--- config.mk ---
export PLATFORM = sky130hd
export DESIGN_NAME = lsu_mem_stage
export DESIGN_NICKNAME = d
export VERILOG_FILES = /design/src/rtl/lsu_mem_stage.sv
export SDC_FILE = /design/constraint.sdc
export NUM_CORES = 1
export LEC_CHECK = 0
export BUFFER_PORTS_ARGS = -buffer_cell sky130_fd_sc_hd__buf_2
export CAP_MARGIN = 25
export CORE_AREA = 10 10 101 148
export CTS_BUF_LIST = sky130_fd_sc_hd__clkbuf_16
export DETAILED_ROUTE_END_ITERATION = 8
export DIE_AREA = 0 0 111 158
export PLACE_DENSITY = 0.78
export SYNTH_ARGS = -nofsm -noshare
export SYNTH_HDL_FRONTEND = slang
export SYNTH_SLANG_ARGS = --single-unit
--- constraint.sdc ---
create_clock -name clk -period 5.2 [get_ports clk]
set_input_delay 1.04 -clock clk [delete_from_list [all_inputs] [get_ports clk]]
set_output_delay 1.04 -clock clk [all_outputs]
set_load 0.02 [all_outputs]
--- src/rtl/lsu_mem_stage.sv ---
// lsu_mem_stage: MEM-stage load/store unit.
//   Takes the EX-stage ALU result as the effective address for loads
//   (opcode 00000) and stores (opcode 01000). It drives a word-wide
//   request/acknowledge data-memory port, forms byte strobes and
//   lane-replicated store data, and extends load data for writeback.
//   While an access is outstanding it stalls the pipeline.
// Ports:
//   clk, rst                  rising-edge clock, async active-high reset
//   valid_in, opcode, func3   EX/MEM instruction valid / class / size+sign
//   addr, store_data, rd_in   effective address, rs2 value, destination reg
//   dm_req/we/addr/wstrb/wdata  memory request (held stable until ack)
//   dm_ack, dm_rdata          memory completion and read word (same cycle)
//   stall                     combinational upstream hold
//   wb_valid, wb_rd, wb_data  one-cycle load writeback
//   misaligned, bus_err       one-cycle fault pulses
module lsu_mem_stage #(
    parameter int unsigned TIMEOUT_CYCLES = 64,
    parameter int unsigned CNT_W          = 8
) (
    input  logic        clk,
    input  logic        rst,
    input  logic        valid_in,
    input  logic [4:0]  opcode,
    input  logic [2:0]  func3,
    input  logic [31:0] addr,
    input  logic [31:0] store_data,
    input  logic [4:0]  rd_in,
    output logic        dm_req,
    output logic        dm_we,
    output logic [31:0] dm_addr,
    output logic [3:0]  dm_wstrb,
    output logic [31:0] dm_wdata,
    input  logic        dm_ack,
    input  logic [31:0] dm_rdata,
    output logic        stall,
    output logic        wb_valid,
    output logic [4:0]  wb_rd,
    output logic [31:0] wb_data,
    output logic        misaligned,
    output logic        bus_err
);

    typedef enum logic [0:0] {IDLE = 1'b0, BUSY = 1'b1} state_t;

    localparam logic [4:0] OP_LOAD  = 5'b00000;
    localparam logic [4:0] OP_STORE = 5'b01000;

    // Returns {wstrb, wdata} for a store of size func3[1:0] at byte offset lo.
    function automatic logic [35:0] store_fmt(input logic [2:0] f3,
                                              input logic [1:0] lo,
                                              input logic [31:0] sd);
        logic [35:0] r;
        case (f3[1:0])
            2'b00:   r = {4'b0001 << lo, {4{sd[7:0]}}};
            2'b01:   r = {(lo[1] ? 4'b1100 : 4'b0011), {2{sd[15:0]}}};
            2'b10:   r = {4'b1111, sd};
            default: r = {4'b0000, 32'h0000_0000};
        endcase
        return r;
    endfunction

    // Aligns the addressed lane to bit 0, then sign/zero-extends per func3.
    function automatic logic [31:0] load_fmt(input logic [2:0] f3,
                                             input logic [1:0] lo,
                                             input logic [31:0] rd);
        logic [31:0] s;
        logic [31:0] r;
        s = rd >> {lo, 3'b000};
        case (f3)
            3'b000:  r = {{24{s[7]}}, s[7:0]};
            3'b001:  r = {{16{s[15]}}, s[15:0]};
            3'b100:  r = {24'h00_0000, s[7:0]};
            3'b101:  r = {16'h0000, s[15:0]};
            default: r = s;
        endcase
        return r;
    endfunction

    state_t            state_q, state_d;
    logic [CNT_W-1:0]  cnt_q, cnt_d;
    logic              req_q, req_d;
    logic              we_q, we_d;
    logic [31:0]       addr_q, addr_d;
    logic [3:0]        wstrb_q, wstrb_d;
    logic [31:0]       wdata_q, wdata_d;
    logic [2:0]        f3_q, f3_d;
    logic [1:0]        lo_q, lo_d;
    logic [4:0]        rd_q, rd_d;
    logic              wb_valid_q, wb_valid_d;
    logic [4:0]        wb_rd_q, wb_rd_d;
    logic [31:0]       wb_data_q, wb_data_d;
    logic              mis_q, mis_d;
    logic              berr_q, berr_d;

    logic              is_load_s, is_store_s, legal_s, aligned_s;
    logic              accept_s, timeout_hit_s;
    logic [35:0]       sfmt_s;

    // Decode the incoming instruction: class, legality and alignment.
    always_comb begin
        is_load_s  = valid_in & (opcode == OP_LOAD);
        is_store_s = valid_in & (opcode == OP_STORE);
        case (func3)
            3'b000, 3'b001, 3'b010: legal_s = is_load_s | is_store_s;
            3'b100, 3'b101:         legal_s = is_load_s;
            default:                legal_s = 1'b0;
        endcase
        case (func3[1:0])
            2'b00:   aligned_s = 1'b1;
            2'b01:   aligned_s = ~addr[0];
            2'b10:   aligned_s = (addr[1:0] == 2'b00);
            default: aligned_s = 1'b0;
        endcase
    end

    assign accept_s      = (state_q == IDLE) & legal_s & aligned_s;
    // The final BUSY cycle is the one in which the counter would reach the limit.
    assign timeout_hit_s = (state_q == BUSY) & (cnt_q == CNT_W'(TIMEOUT_CYCLES - 1));
    assign sfmt_s        = store_fmt(func3, addr[1:0], store_data);

    // Next-state and next-output logic for the IDLE/BUSY controller.
    always_comb begin
        state_d    = state_q;
        cnt_d      = cnt_q;
        req_d      = req_q;
        we_d       = we_q;
        addr_d     = addr_q;
        wstrb_d    = wstrb_q;
        wdata_d    = wdata_q;
        f3_d       = f3_q;
        lo_d       = lo_q;
        rd_d       = rd_q;
        wb_valid_d = 1'b0;
        wb_rd_d    = wb_rd_q;
        wb_data_d  = wb_data_q;
        mis_d      = 1'b0;
        berr_d     = 1'b0;
        case (state_q)
            IDLE: begin
                if (accept_s) begin
                    state_d = BUSY;
                    cnt_d   = '0;
                    req_d   = 1'b1;
                    we_d    = is_store_s;
                    addr_d  = {addr[31:2], 2'b00};
                    wstrb_d = is_store_s ? sfmt_s[35:32] : 4'b0000;
                    wdata_d = is_store_s ? sfmt_s[31:0]  : 32'h0000_0000;
                    f3_d    = func3;
                    lo_d    = addr[1:0];
                    rd_d    = rd_in;
                end else if (legal_s) begin
                    mis_d = 1'b1;
                end else begin
                    mis_d = 1'b0;
                end
            end
            BUSY: begin
                if (dm_ack) begin
                    // Ack has priority over a coincident timeout.
                    state_d = IDLE;
                    cnt_d   = '0;
                    req_d   = 1'b0;
                    if (!we_q) begin
                        wb_valid_d = 1'b1;
                        wb_rd_d    = rd_q;
                        wb_data_d  = load_fmt(f3_q, lo_q, dm_rdata);
                    end else begin
                        wb_valid_d = 1'b0;
                    end
                end else if (timeout_hit_s) begin
                    state_d = IDLE;
                    cnt_d   = '0;
                    req_d   = 1'b0;
                    berr_d  = 1'b1;
                end else begin
                    cnt_d = cnt_q + CNT_W'(1);
                end
            end
            default: begin
                state_d = IDLE;
                cnt_d   = '0;
                req_d   = 1'b0;
            end
        endcase
    end

    // State and output registers; reset clears everything at once.
    always_ff @(posedge clk or posedge rst) begin
        if (rst) begin
            state_q    <= IDLE;
            cnt_q      <= '0;
            req_q      <= 1'b0;
            we_q       <= 1'b0;
            addr_q     <= 32'h0000_0000;
            wstrb_q    <= 4'b0000;
            wdata_q    <= 32'h0000_0000;
            f3_q       <= 3'b000;
            lo_q       <= 2'b00;
            rd_q       <= 5'd0;
            wb_valid_q <= 1'b0;
            wb_rd_q    <= 5'd0;
            wb_data_q  <= 32'h0000_0000;
            mis_q      <= 1'b0;
            berr_q     <= 1'b0;
        end else begin
            state_q    <= state_d;
            cnt_q      <= cnt_d;
            req_q      <= req_d;
            we_q       <= we_d;
            addr_q     <= addr_d;
            wstrb_q    <= wstrb_d;
            wdata_q    <= wdata_d;
            f3_q       <= f3_d;
            lo_q       <= lo_d;
            rd_q       <= rd_d;
            wb_valid_q <= wb_valid_d;
            wb_rd_q    <= wb_rd_d;
            wb_data_q  <= wb_data_d;
            mis_q      <= mis_d;
            berr_q     <= berr_d;
        end
    end

    assign dm_req     = req_q;
    assign dm_we      = we_q;
    assign dm_addr    = addr_q;
    assign dm_wstrb   = wstrb_q;
    assign dm_wdata   = wdata_q;
    assign wb_valid   = wb_valid_q;
    assign wb_rd      = wb_rd_q;
    assign wb_data    = wb_data_q;
    assign misaligned = mis_q;
    assign bus_err    = berr_q;
    // Gated by rst so the hold releases immediately when reset asserts.
    assign stall = ~rst & ((accept_s) |
                           ((state_q == BUSY) & ~dm_ack & ~timeout_hit_s));

endmodule

==> impl_metrics.json <==
{
  "cts_setup_buffers": 0,
  "die_y_um": 158,
  "nets": 842,
  "power_frac_clock": 0.393,
  "power.density_nw_per_um2": 378.2,
  "synth_top_area_frac": 0.5399,
  "final_cell_area_um2": 7685,
  "ios": 224,
  "p_leak_nw": 4.086,
  "pre_cts_slack_ns": 1.716,
  "via_per_inst": 5.528,
  "netlist_instances": 513,
  "timing.fmax_mhz": 285.2,
  "drive_gt1_frac": 0.4359,
  "power_frac_seq": 0.406,
  "setup_ws_ns": 1.694,
  "hold_depth": 2,
  "ys_seq_area_frac": 0.5399,
  "hold_path_class": "flip-flop to flip-flop",
  "clockBufferDepth": 2,
  "cts_hold_buf": 0,
  "cts_inserted_buffers": 17,
  "syn_area_um2": 5887,
  "finalCritPeriodShare": 0.6742,
  "drt-initial-drc-count": 254,
  "ys.warnings.count": 0,
  "ys_async_sr_fraction": 1.000,
  "grt_pass1_wl_um": 27830,
  "port_buffers": 221,
  "power.total_mw": 2.906,
  "yosysUniqueCellTypes": 52,
  "drc": 0,
  "ant_nets": 0,
  "tightest_slew_ns": 0.9106,
  "crit_path_start_kind": "input pin",
  "ys.flop_type": "dfrtp_1",
  "p_sw_mw": 0.8599,
  "grt_pass1_vias": 5312,
  "fin_cells": 898,
  "tns_ns": 0,
  "reg2reg_depth": 5,
  "area_delta_synth_final_pct": 30.54,
  "core-area_um2": 12320,
  "finalClockSkew_ns": 0.008591,
  "worstPathArrival_ns": 2.47,
  "rows": 50,
  "utilization": 0.6236,
  "combPwrFrac": 0.201,
  "hold_viol": 0,
  "critPathCaptureType": "output pin",
  "drtPass1Iterations": 4,
  "grt_overflow_total": 0,
  "clk_latency_ns": 0.40,
  "path_clk_slew_ns": 0.06,
  "vias": 4964,
  "maxCapViolCount": 0,
  "status": "finished, final reports clean",
  "worst_hold_path.endpoint": "wb_rd[4]",
  "place.detailed.hpwl_um": 13660,
  "mostFrequentLayoutCells": "221 x buf_2, 127 x dfrtp_1, 43 x mux2_2",
  "wl_per_cell_um": 19.70,
  "synthTopCellsByArea": "dfrtp_1 54%, mux2_2 8.2%, mux2i_1 4.4%",
  "critPathKind": "input pin to output pin",
  "dieWidth_um": 111,
  "setup_viol": 0,
  "ff2ff_setup_slack_ns": 3.03,
  "htreeDepth": 4,
  "grtUsageTotal": 0.1970,
  "final_common_cell": "buf_2",
  "wl_um": 17690,
  "synth-edff-count": 0,
  "antenna_found_initial": 2,
  "dieArea_um2": 17540,
  "initial_core_util": 0.4777,
  "switching_share": 0.2959,
  "grt_max_degree": 53,
  "synth-seq-cells": 127,
  "rr_endpoint": "wb_data[26]",
  "grt_setup_unrepaired": "false",
  "dpl_cell_area_um2": 7063,
  "max-vdd-ir-drop_mv": 0.2347,
  "place.gp.congestion": 0.9160,
  "cts-root-buf": "clkbuf_16",
  "clkSinkCount": 127,
  "syn-mean-instance-area_um2": 11.48,
  "relSlewSlack": 0.3930,
  "worstPathMaxFanout": 25,
  "dpl.cell_count": 863,
  "fin_hold_ws_ns": 0.4745,
  "fin_crit_ns": 3.506,
  "cts_tree": "built",
  "min_from": "rd_q[4]",
  "intPower_mw": 2.046,
  "slew_violations": 0,
  "ctsResizeCount": 0,
  "synth_largest_area_cell": "dfrtp_1",
  "r2r_start": "lo_q[1]",
  "required_ns": 4.16
}
cell families after synthesis:
kind of cell	after synthesis	share of synthesized area
AND/OR/NAND/NOR	143	0.1186
flip-flops	127	0.5399
AO/OA/AOI/OAI	126	0.1639
multiplexers	74	0.1379
buffers and inverters	41	0.03698
adder cells (fa/ha/maj)	1	0.002125
other	1	0.0006370
cell usage after synthesis, drive strengths merged, types with 2 or more instances:
cell / instances
dfrtp: 127
mux2: 47
nand2: 41
nor2: 36
a21oi: 35
mux2i: 26
buf: 22
o21ai: 20
o2bb2ai: 19
nand3: 18
a22o: 17
nor2b: 14
clkbuf: 13
a21o: 10
a221o: 9
and2: 7
nor3: 7
inv: 6
a211o: 4
or2: 4
and3: 3
nor4: 3
nand2b: 2
nand3b: 2
nand4: 2
nor3b: 2
o22ai: 2
or3: 2
critical path, stage by stage:
cell and delay [ns]:
buf_2 0.35, a21oi_1 0.14, nor2_1 0.48, or2_1 0.20
a21oi_1 0.06, buf_2 0.19
power groups by stage:
stage               Sequential (mW)  Clock [mW]  Combinational (mW)
floorplan                      1.31           0               0.234
global placement               1.20           0               0.562
detailed placement             1.20           0               0.578
CTS                            1.19        1.16               0.580
global route                   1.19        1.21               0.635
finish                         1.18        1.14               0.585
sequential cells by signal, summed over array words and instances, names as in the netlist, 2 cells and up:
signal	count
cnt_q	8
dm_addr	30
dm_wdata	32
dm_wstrb	4
f3_q	3
lo_q	2
rd_q	5
wb_data	32
wb_rd	5
worst max path at each step:
stage	from	to	slack, ns
6_report	func3[1]	stall	1.69
5_1_grt	func3[1]	stall	1.57
4_1_cts	opcode[1]	stall	1.71
3_5_place_dp	opcode[1]	stall	1.72
3_3_place_gp	opcode[1]	stall	1.76
2_1_floorplan	rst	bus_err	0.78
layout make-up:
cell class	instances	area, um2
Timing Repair Buffer	230	1210
Tap cell	156	195.2
Clock buffer	17	425.4
Multi-Input combinational cell	346	2502
Inverter	6	25.02
Clock inverter	15	146.4
Sequential cell	127	3178
Antenna cell	1	2.502
Fill cell	988	4639
per-layer routing:
| layer | track usage | up-vias | wire, um |
|---|---|---|---|
| met5 | 0 | - | 7 |
| met4 | 0.08955 | 2 | 484 |
| met3 | 0.06742 | 34 | 1429 |
| met2 | 0.3392 | 238 | 9051 |
| met1 | 0.2149 | 2409 | 6718 |
| li1 | - | 2281 | - |
Note: power is estimated with default switching activity, not from simulation.
